===== config.mk =====
export PLATFORM = sky130hd
export DESIGN_NAME = stopwatch_core
export DESIGN_NICKNAME = d
export VERILOG_FILES = /design/src/rtl/stopwatch_core.sv
export SDC_FILE = /design/constraint.sdc
export NUM_CORES = 1
export LEC_CHECK = 0
export ABC_AREA = 1
export CELL_PAD_IN_SITES_DETAIL_PLACEMENT = 1
export CELL_PAD_IN_SITES_GLOBAL_PLACEMENT = 2
export CORE_ASPECT_RATIO = 1.1
export CORE_MARGIN = 1
export CORE_UTILIZATION = 39
export DETAILED_ROUTE_END_ITERATION = 8
export PLACE_DENSITY = 0.9
export SYNTH_ARGS = -nofsm -noshare
export SYNTH_HDL_FRONTEND = slang
export SYNTH_SLANG_ARGS = --single-unit

===== constraint.sdc =====
create_clock -name clk_50mhz -period 5.5 [get_ports clk_50mhz]
set_clock_uncertainty 0.05 [all_clocks]
set_input_delay 0.55 -clock clk_50mhz [delete_from_list [all_inputs] [get_ports clk_50mhz]]
set_output_delay 0.55 -clock clk_50mhz [all_outputs]
set_load 0.02 [all_outputs]

===== src/rtl/stopwatch_core.sv =====
// Seconds stopwatch core: two conditioned push-buttons drive a start/pause/clear
// state machine that gates a prescaler and a 00-59 BCD seconds counter. The
// tens/ones digits feed the two-digit seven-segment scan path downstream.

// Button conditioner: 2-flop synchronizer, counter debouncer, rising-edge pulse.
module btn_conditioner #(
    parameter int DB_CYCLES = 500_000
) (
    input  logic clk_50mhz,
    input  logic rst,
    input  logic btn,
    output logic press
);
    localparam int DB_W = (DB_CYCLES > 1) ? $clog2(DB_CYCLES) : 1;
    localparam logic [DB_W-1:0] DB_LAST = DB_W'(DB_CYCLES - 1);

    logic            sync_q1;
    logic            sync_q2;
    logic            stable;
    logic            stable_q;
    logic [DB_W-1:0] db_cnt;

    // Bring the raw, asynchronous button level into the clock domain
    always_ff @(posedge clk_50mhz or posedge rst) begin
        if (rst) begin
            sync_q1 <= 1'b0;
            sync_q2 <= 1'b0;
        end else begin
            sync_q1 <= btn;
            sync_q2 <= sync_q1;
        end
    end

    // Accept a new level only after DB_CYCLES consecutive differing samples
    always_ff @(posedge clk_50mhz or posedge rst) begin
        if (rst) begin
            stable <= 1'b0;
            db_cnt <= '0;
        end else if (sync_q2 == stable) begin
            db_cnt <= '0;
        end else if (db_cnt == DB_LAST) begin
            stable <= ~stable;
            db_cnt <= '0;
        end else begin
            db_cnt <= db_cnt + DB_W'(1);
        end
    end

    // Delayed copy of the debounced level for press detection
    always_ff @(posedge clk_50mhz or posedge rst) begin
        if (rst) begin
            stable_q <= 1'b0;
        end else begin
            stable_q <= stable;
        end
    end

    // Releases are deliberately ignored; only a 0->1 of the stable level counts
    assign press = stable & ~stable_q;

endmodule

// State   | Meaning
// --------+-----------------------------------------------------------
// IDLE    | reset/cleared; digits 00, prescaler held at 0
// RUN     | prescaler counting, digits advance once per TICK_DIV cycles
// PAUSE   | prescaler and digits frozen; fractional second retained
module stopwatch_core #(
    parameter int TICK_DIV  = 50_000_000,
    parameter int DB_CYCLES = 500_000
) (
    input  logic       clk_50mhz,
    input  logic       rst,
    input  logic       btn_ss,
    input  logic       btn_clr,
    output logic [3:0] tens,
    output logic [3:0] ones,
    output logic       running,
    output logic       wrap
);
    localparam logic [1:0] ST_IDLE  = 2'd0;
    localparam logic [1:0] ST_RUN   = 2'd1;
    localparam logic [1:0] ST_PAUSE = 2'd2;

    localparam int PS_W = (TICK_DIV > 2) ? $clog2(TICK_DIV) : 1;
    localparam logic [PS_W-1:0] PS_LAST = PS_W'(TICK_DIV - 1);

    logic [1:0]      state;
    logic [1:0]      state_nxt;
    logic [PS_W-1:0] presc;
    logic            ss_p;
    logic            clr_p;
    logic            tick;

    btn_conditioner #(.DB_CYCLES(DB_CYCLES)) u_cond_ss (
        .clk_50mhz (clk_50mhz),
        .rst       (rst),
        .btn       (btn_ss),
        .press     (ss_p)
    );

    btn_conditioner #(.DB_CYCLES(DB_CYCLES)) u_cond_clr (
        .clk_50mhz (clk_50mhz),
        .rst       (rst),
        .btn       (btn_clr),
        .press     (clr_p)
    );

    assign tick = (state == ST_RUN) && (presc == PS_LAST);

    // Next state: clear overrides start/stop from every state
    always_comb begin
        state_nxt = state;
        if (clr_p) begin
            state_nxt = ST_IDLE;
        end else if (ss_p) begin
            case (state)
                ST_IDLE:  state_nxt = ST_RUN;
                ST_RUN:   state_nxt = ST_PAUSE;
                ST_PAUSE: state_nxt = ST_RUN;
                default:  state_nxt = ST_IDLE;
            endcase
        end else if ((state != ST_IDLE) && (state != ST_RUN) && (state != ST_PAUSE)) begin
            state_nxt = ST_IDLE;
        end
    end

    // State register; running is registered from the next state so it is glitch-free
    always_ff @(posedge clk_50mhz or posedge rst) begin
        if (rst) begin
            state   <= ST_IDLE;
            running <= 1'b0;
        end else begin
            state   <= state_nxt;
            running <= (state_nxt == ST_RUN);
        end
    end

    // Prescaler: counts only in RUN, holds in PAUSE, parked at 0 in IDLE
    always_ff @(posedge clk_50mhz or posedge rst) begin
        if (rst) begin
            presc <= '0;
        end else if (clr_p || tick) begin
            presc <= '0;
        end else if (state == ST_RUN) begin
            presc <= presc + PS_W'(1);
        end else if (state == ST_IDLE) begin
            presc <= '0;
        end
    end

    // BCD seconds count with a one-cycle pulse aligned to the first 00 after 59
    always_ff @(posedge clk_50mhz or posedge rst) begin
        if (rst) begin
            tens <= 4'd0;
            ones <= 4'd0;
            wrap <= 1'b0;
        end else begin
            wrap <= 1'b0;
            if (clr_p) begin
                tens <= 4'd0;
                ones <= 4'd0;
            end else if (tick) begin
                if (ones < 4'd9) begin
                    ones <= ones + 4'd1;
                end else begin
                    ones <= 4'd0;
                    if (tens < 4'd5) begin
                        tens <= tens + 4'd1;
                    end else begin
                        tens <= 4'd0;
                        wrap <= 1'b1;
                    end
                end
            end
        end
    end

endmodule

==> run metrics, run 1 <==
VDD IR-drop max=179 uV; hold slack=303 ps; sequential area share after synthesis=0.454; largest net degree at the start of global routing=53; Setup crit end kind=flip-flop; latest clock arrival within the worst-skew pair=350 ps; Final ANT Viol Nets=0; post-CTS resize count=0; Distinct cells, synth=33; total wire length=approximately 11 mm; Worst-path clk slew=70 ps; ys flop type=dfrtp_1; post-synthesis async set-or-reset flop share=1.00; first-pass GRT wire length=19.0 mm; via count=approximately 4000; P_int=1.04 mW; WS Path Type=flip-flop to flip-flop; CTS Root Buffer Type=clkbuf_16; Leakage=2.31 nW; register bit total from synthesis=84; Starting Density=0.403; Final nets=647; CTS tree=built; clock buffer count from CTS=9; Worst EP required=5730 ps; Fillers=~1500; WP data arrival=~2300 ps; core area=around 11000 um^2; Hold Path Origin=u_cond_clr.sync_q1$_DFF_PP0_; Post-synth EDFFs=0; Final Hold Fails=0; Setup Fix Bufs, Post-CTS=0; syn_nets=625; synth cell count leaders=nand2_1, nor2_1, dfrtp_1, inv_1, nand3_1; setup violators final=0; r2r setup slk=3440 ps; CTS Hold Bufs=0; number of global-route vias before repair=4019; num rows=41; vias per cell=5.00; switching share of power=0.210; max-slew violations=0; worst-path maximum fanout=7; Worst-Margin Slew=roughly 970 ps; clock sink count=84; final worst path period share=0.375; count leader, synth=nand2_1; Peak Freq=485 MHz; Combinational Power Share=0.023; io pins=14; Setup crit start kind=flip-flop; routability cong.=0.814; Ant. Diodes=0; Rel. slew slack=0.355; Placement Cell Area=just under 5000 um^2; post-DP HPWL=8.15 mm; Longest Clk Path Bufs=2; Hold Path End=u_cond_clr.sync_q2$_DFF_PP0_; GRT Total Usage=0.196; share of cells above drive strength 1=0.0640; Seq pwr share=0.476; Cells after Synth=614; P&R area growth vs syn=13.5%; Sw Pwr=~0.28 mW; Hold Path Stages=0; Total Power=1.32 mW; R2R depth=8; Routed wire per std cell=14.2 um; GRT Residual Overflow=0; RSZ-0062 raised after global routing=false; area leader, netlist=dfrtp_1; Design Area, Final=5250 um^2; status=completed; Die W=106 um; DR pass1 iterations=4; worst hold path type=flip-flop to flip-flop; mean cell area of the mapped netlist=7.54 um^2; launching point of the worst reg2reg path=presc[0]$_DFFE_PP0P_; DR DRC count=0; Cell Area, Synth=approximately 4600 um^2; Die ar.=approximately 12000 um^2; Ys Warns=0; setup TNS=0 ps; die height=about 120 um; antenna violations before repair=0; MaxCap Viol Count=0; DRT iter0 DRCs=130; final core utilization=0.457; Reg-to-Reg End=presc[25]$_DFFE_PP0P_; top cells by area, synth=dfrtp_1, nand2_1, nor2_1, inv_1, nand3_1; CTS H-tree lvls=3; minimum clock period=between 2000 and 2500 ps; # port buffers=13; Synth top area share=0.454; P per Cell Area=251 nW/um^2; clock share of power=0.501
[through the flow]
| stage | std cells | setup WS (ps) |
|---|---|---|
| 6_report | 791 | 3440 |
| 5_1_grt | 791 | 3330 |
| 4_1_cts | 791 | 3390 |
| 3_5_place_dp | 775 | 3280 |
| 3_3_place_gp | 775 | 3340 |
| 2_1_floorplan | 614 | 2730 |
[placed cells by master, fill, tap and decap left out, types with 2 or more instances in the layout]
cell type / synthesis / final
nor2_2: 7 / 7
o22ai_1: 4 / 4
nand2_4: 3 / 3
o21ai_0: 19 / 19
nand2_1: 164 / 164
nor2_1: 110 / 110
xor2_1: 25 / 25
a21oi_1: 14 / 14
clkbuf_16: 0 / 9
nand2_2: 3 / 3
nor3_1: 8 / 8
a211oi_1: 2 / 2
nor3b_1: 2 / 2
nand3_1: 49 / 49
buf_4: 0 / 2
xnor2_1: 7 / 7
nand4_1: 5 / 5
o21bai_1: 2 / 2
clkinv_2: 0 / 2
clkdlybuf4s50_1: 0 / 13
o21ai_1: 7 / 7
clkbuf_1: 2 / 2
bufinv_16: 0 / 2
dfrtp_1: 84 / 84
ha_1: 7 / 7
nor2_4: 7 / 7
inv_1: 71 / 70
[worst max path at each step]
stage / startpoint / end / slack, ps / cells past startpoint
2_1_floorplan: rst / ones[0]$_DFFE_PP0P_ / 2730 / 1
3_3_place_gp: rst / u_cond_ss.db_cnt[6]$_DFF_PP0_ / 3340 / 3
3_5_place_dp: rst / u_cond_ss.db_cnt[6]$_DFF_PP0_ / 3280 / 3
4_1_cts: presc[0]$_DFFE_PP0P_ / presc[25]$_DFFE_PP0P_ / 3390 / 8
5_1_grt: presc[0]$_DFFE_PP0P_ / presc[21]$_DFFE_PP0P_ / 3330 / 8
6_report: presc[0]$_DFFE_PP0P_ / presc[25]$_DFFE_PP0P_ / 3440 / 8
[state kept, by name, summed over array words and instances, names as in the netlist, 2 cells and up]
name,cells
u_cond_clr.db_cnt,19
u_cond_ss.db_cnt,19
ones,4
state,2
presc,26
tens,4
[layout make-up]
| type | count | area (um^2) | share of cell area |
|---|---|---|---|
| Clock inverter | 4 | 72.6 | 0.0138 |
| Multi-Input combinational cell | 454 | 2230 | 0.424 |
| Inverter | 72 | 272 | 0.0517 |
| Sequential cell | 84 | 2100 | 0.400 |
| Timing Repair Buffer | 15 | 145 | 0.0276 |
| Tap cell | 150 | 188 | 0.0357 |
| Clock buffer | 12 | 246 | 0.0469 |
[kinds of logic after synthesis]
| group | after synthesis | synth area share |
|---|---|---|
| and+or+nand+nor | 364 | 0.341 |
| DFF | 84 | 0.454 |
| buffers and inverters | 76 | 0.0649 |
| AOI/OAI and AO/OA | 50 | 0.0584 |
| xor gates and xnor gates | 32 | 0.0606 |
| adders and majority gates | 7 | 0.0189 |
| muxes | 1 | 0.00216 |
[critical path: stages (launching register included)]
cell	delay, ps
dfrtp_1	400
ha_1	240
nand2_2	110
nor2_4	60
nand2_2	80
nor2_4	50
a21oi_1	710
nand3_1	180
nand2_1	110
[routing by layer]
layer | part of all wire | up-vias | track usage
li1 | - | 1968 | -
met1 | 0.46 | 1953 | 0.238
met2 | 0.51 | 25 | 0.354
met3 | 0.015 | 12 | 0.0218
met4 | 0.018 | 0 | 0.0870
met5 | 0 | - | 0
[power by group through the flow]
stage	combinational (mW)	clock, mW	sequential, mW
2_1_floorplan	0.0197	0	0.637
3_3_place_gp	0.0296	0	0.638
3_5_place_dp	0.0314	0	0.638
4_1_cts	0.0314	0.674	0.627
5_1_grt	0.0348	0.689	0.627
6_report	0.0296	0.659	0.627
Power figures use the tool's default switching activity.
==> inputs of run 2 (changes only) <==
--- a/config.mk
+++ b/config.mk
@@ -10,9 +10,9 @@
 export CELL_PAD_IN_SITES_GLOBAL_PLACEMENT = 2
 export CORE_ASPECT_RATIO = 1.1
 export CORE_MARGIN = 1
-export CORE_UTILIZATION = 39
+export CORE_UTILIZATION = 33
 export DETAILED_ROUTE_END_ITERATION = 8
-export PLACE_DENSITY = 0.9
+export PLACE_DENSITY = 0.82
 export SYNTH_ARGS = -nofsm -noshare
 export SYNTH_HDL_FRONTEND = slang
 export SYNTH_SLANG_ARGS = --single-unit
==> constraint.sdc (replaced) <==
create_clock -name clk_50mhz -period 1.7 [get_ports clk_50mhz]
set_clock_uncertainty 0.05 [all_clocks]
set_input_delay 0.17 -clock clk_50mhz [delete_from_list [all_inputs] [get_ports clk_50mhz]]
set_output_delay 0.17 -clock clk_50mhz [all_outputs]
set_load 0.02 [all_outputs]
==> run 2 against run 1 <==
  * Register-to-register slack worse by 3400 ps
  * Power rose to 3.3 times the previous value
  * Cell count rose by 12%
  * Sequential power rose to 3.2 times the previous value
  * Clock power increased to 3.3 times the previous value
  * Via count increased by 5.0%
  * Global-route usage shrank 1.2 points
==> run metrics, run 2 (synthesis gave the netlist of run 1 again) <==
biggest regs=presc (26), u_cond_clr.db_cnt (19), u_cond_ss.db_cnt (19); DR top layer=met4; Worst EP required=1480 ps; WS Path Type=flip-flop to output pin; P per Cell Area=730 nW/um^2; Rel. slew slack=0.688; routability cong.=0.777; Sw Pwr=0.946 mW; total wire length=approximately 12 mm; CTS H-tree lvls=3; MaxCap Viol Count=0; Peak Freq=608 MHz; first-pass GRT wire length=21.1 mm; Die W=115 um; CTS tree=built; switching share of power=0.220; die height=126 um; Starting Density=0.337; setup TNS=0 ps; number of global-route vias before repair=4418; Final nets=701; WP data arrival=1420 ps; Met3 Routed Length=about 130 um; antenna violations before repair=0; Longest Clk Path Bufs=2; DRT iter0 DRCs=142; Routed wire per std cell=around 14 um; Seq pwr share=0.472; minimum clock period=1640 ps; DR pass1 iterations=4; RSZ-0062 raised after global routing=true; CTS Root Buffer Type=clkbuf_16; Worst-Margin Slew=468 ps; latest clock arrival within the worst-skew pair=350 ps; Worst-path clk slew=70 ps; CP cell instances=clkdlybuf4s50_1; DRT met1 WL=about 5.6 mm; GRT Residual Overflow=0; Setup crit end kind=output pin; final worst path period share=0.967; final core utilization=0.428; share of cells above drive strength 1=0.164; Crit path max-delay family=buffers and inverters; num rows=45; worst hold path type=input pin to flip-flop; max-slew violations=0; worst stage delay on the critical path=640 ps; Fillers=1749; Ant. Diodes=0; core area=13700 um^2; Leakage=2.64 nW; via count=approximately 4200; most common cell after layout, fill and taps aside=nand2_1; Top reg by flops=presc; largest net degree at the start of global routing=85; VDD IR-drop max=684 uV; status=completed; setup violators final=0; P_int=roughly 3.3 mW; Final Hold Fails=0; crit path max-delay cell type=clkdlybuf4s50_1; worst-path maximum fanout=5; # port buffers=13; most frequent cells in the layout=nand2_1, nor2_1, dfrtp_1, inv_1, buf_4; fin cells=883; Final ANT Viol Nets=0; clock share of power=0.502; clock buffer count from CTS=9; P&R area growth vs syn=27.1%; GRT Total Usage=0.184; Setup crit start kind=flip-flop; max reg flops=26; Die ar.=14500 um^2; io pins=14; wire length on met2=6.40 mm; DR DRC count=0; post-DP HPWL=8.76 mm; crit path buf inv count=1; clock sink count=84; placed insts=855; vias per cell=approximately 4.7; Combinational Power Share=0.026; CTS Hold Bufs=0
[run 2: repair_timing]
action / CTS / global route
pin swaps: 3 / 12
gates resized for setup: 14 / 18
setup endpoints to repair: 33 / 50
buffers inserted: 4 / 6
endpoints found under the hold margin: 0 / 0
gates cloned: 0 / 2
[run 2: stage by stage]
step / hold slack [ps] / worst slack (ps) / power [mW] / instance area (um^2)
2_1_floorplan: 151 / 181 / 2.13 / 4630
3_3_place_gp: 283 / -230 / 2.17 / 5320
3_5_place_dp: 287 / -391 / 2.18 / 5320
4_1_cts: 201 / 15.1 / 4.34 / 5730
5_1_grt: 203 / -38.7 / 4.42 / 5880
6_report: 211 / 55.4 / 4.29 / 5880
[run 2: layer usage]
| metal | vias up | GRT usage |
|---|---|---|
| met4 | 0 | 0.0772 |
| met5 | - | 0 |
| li1 | 2083 | - |
| met1 | 2038 | 0.225 |
| met3 | 13 | 0.0241 |
| met2 | 21 | 0.323 |
[run 2: area by class of cell]
type / count / area, um^2 / share of cell area
Multi-Input combinational cell: 456 / 2370 / 0.403
Sequential cell: 84 / 2100 / 0.357
Timing Repair Buffer: 67 / 579 / 0.0985
Inverter: 72 / 274 / 0.0466
Tap cell: 188 / 235 / 0.0400
Clock buffer: 11 / 233 / 0.0396
Clock inverter: 5 / 86.3 / 0.0147
[run 2: final timing paths]
kind / from / to / slack (ps) / depth (start not counted)
max: tens[2]$_DFFE_PP0P_ / tens[2] / 60 / 1
min: btn_clr / u_cond_clr.sync_q1$_DFF_PP0_ / 210 / 1
max reg2reg: presc[1]$_DFFE_PP0P_ / tens[1]$_DFFE_PP0P_ / 70 / 11
min reg2reg: u_cond_clr.sync_q1$_DFF_PP0_ / u_cond_clr.sync_q2$_DFF_PP0_ / 300 / 0
max in group asynchronous: rst / presc[25]$_DFFE_PP0P_ / 990 / 3
min in group asynchronous: rst / u_cond_ss.db_cnt[11]$_DFF_PP0_ / 250 / 3
[run 2: power groups by stage]
stage / Sequential [mW] / Combinational [mW] / Clock [mW]
after floorplan: 2.06 / 0.0643 / 0
after global placement: 2.06 / 0.110 / 0
after detailed placement: 2.06 / 0.114 / 0
after CTS: 2.03 / 0.115 / 2.20
after global routing: 2.03 / 0.131 / 2.26
final: 2.03 / 0.111 / 2.15
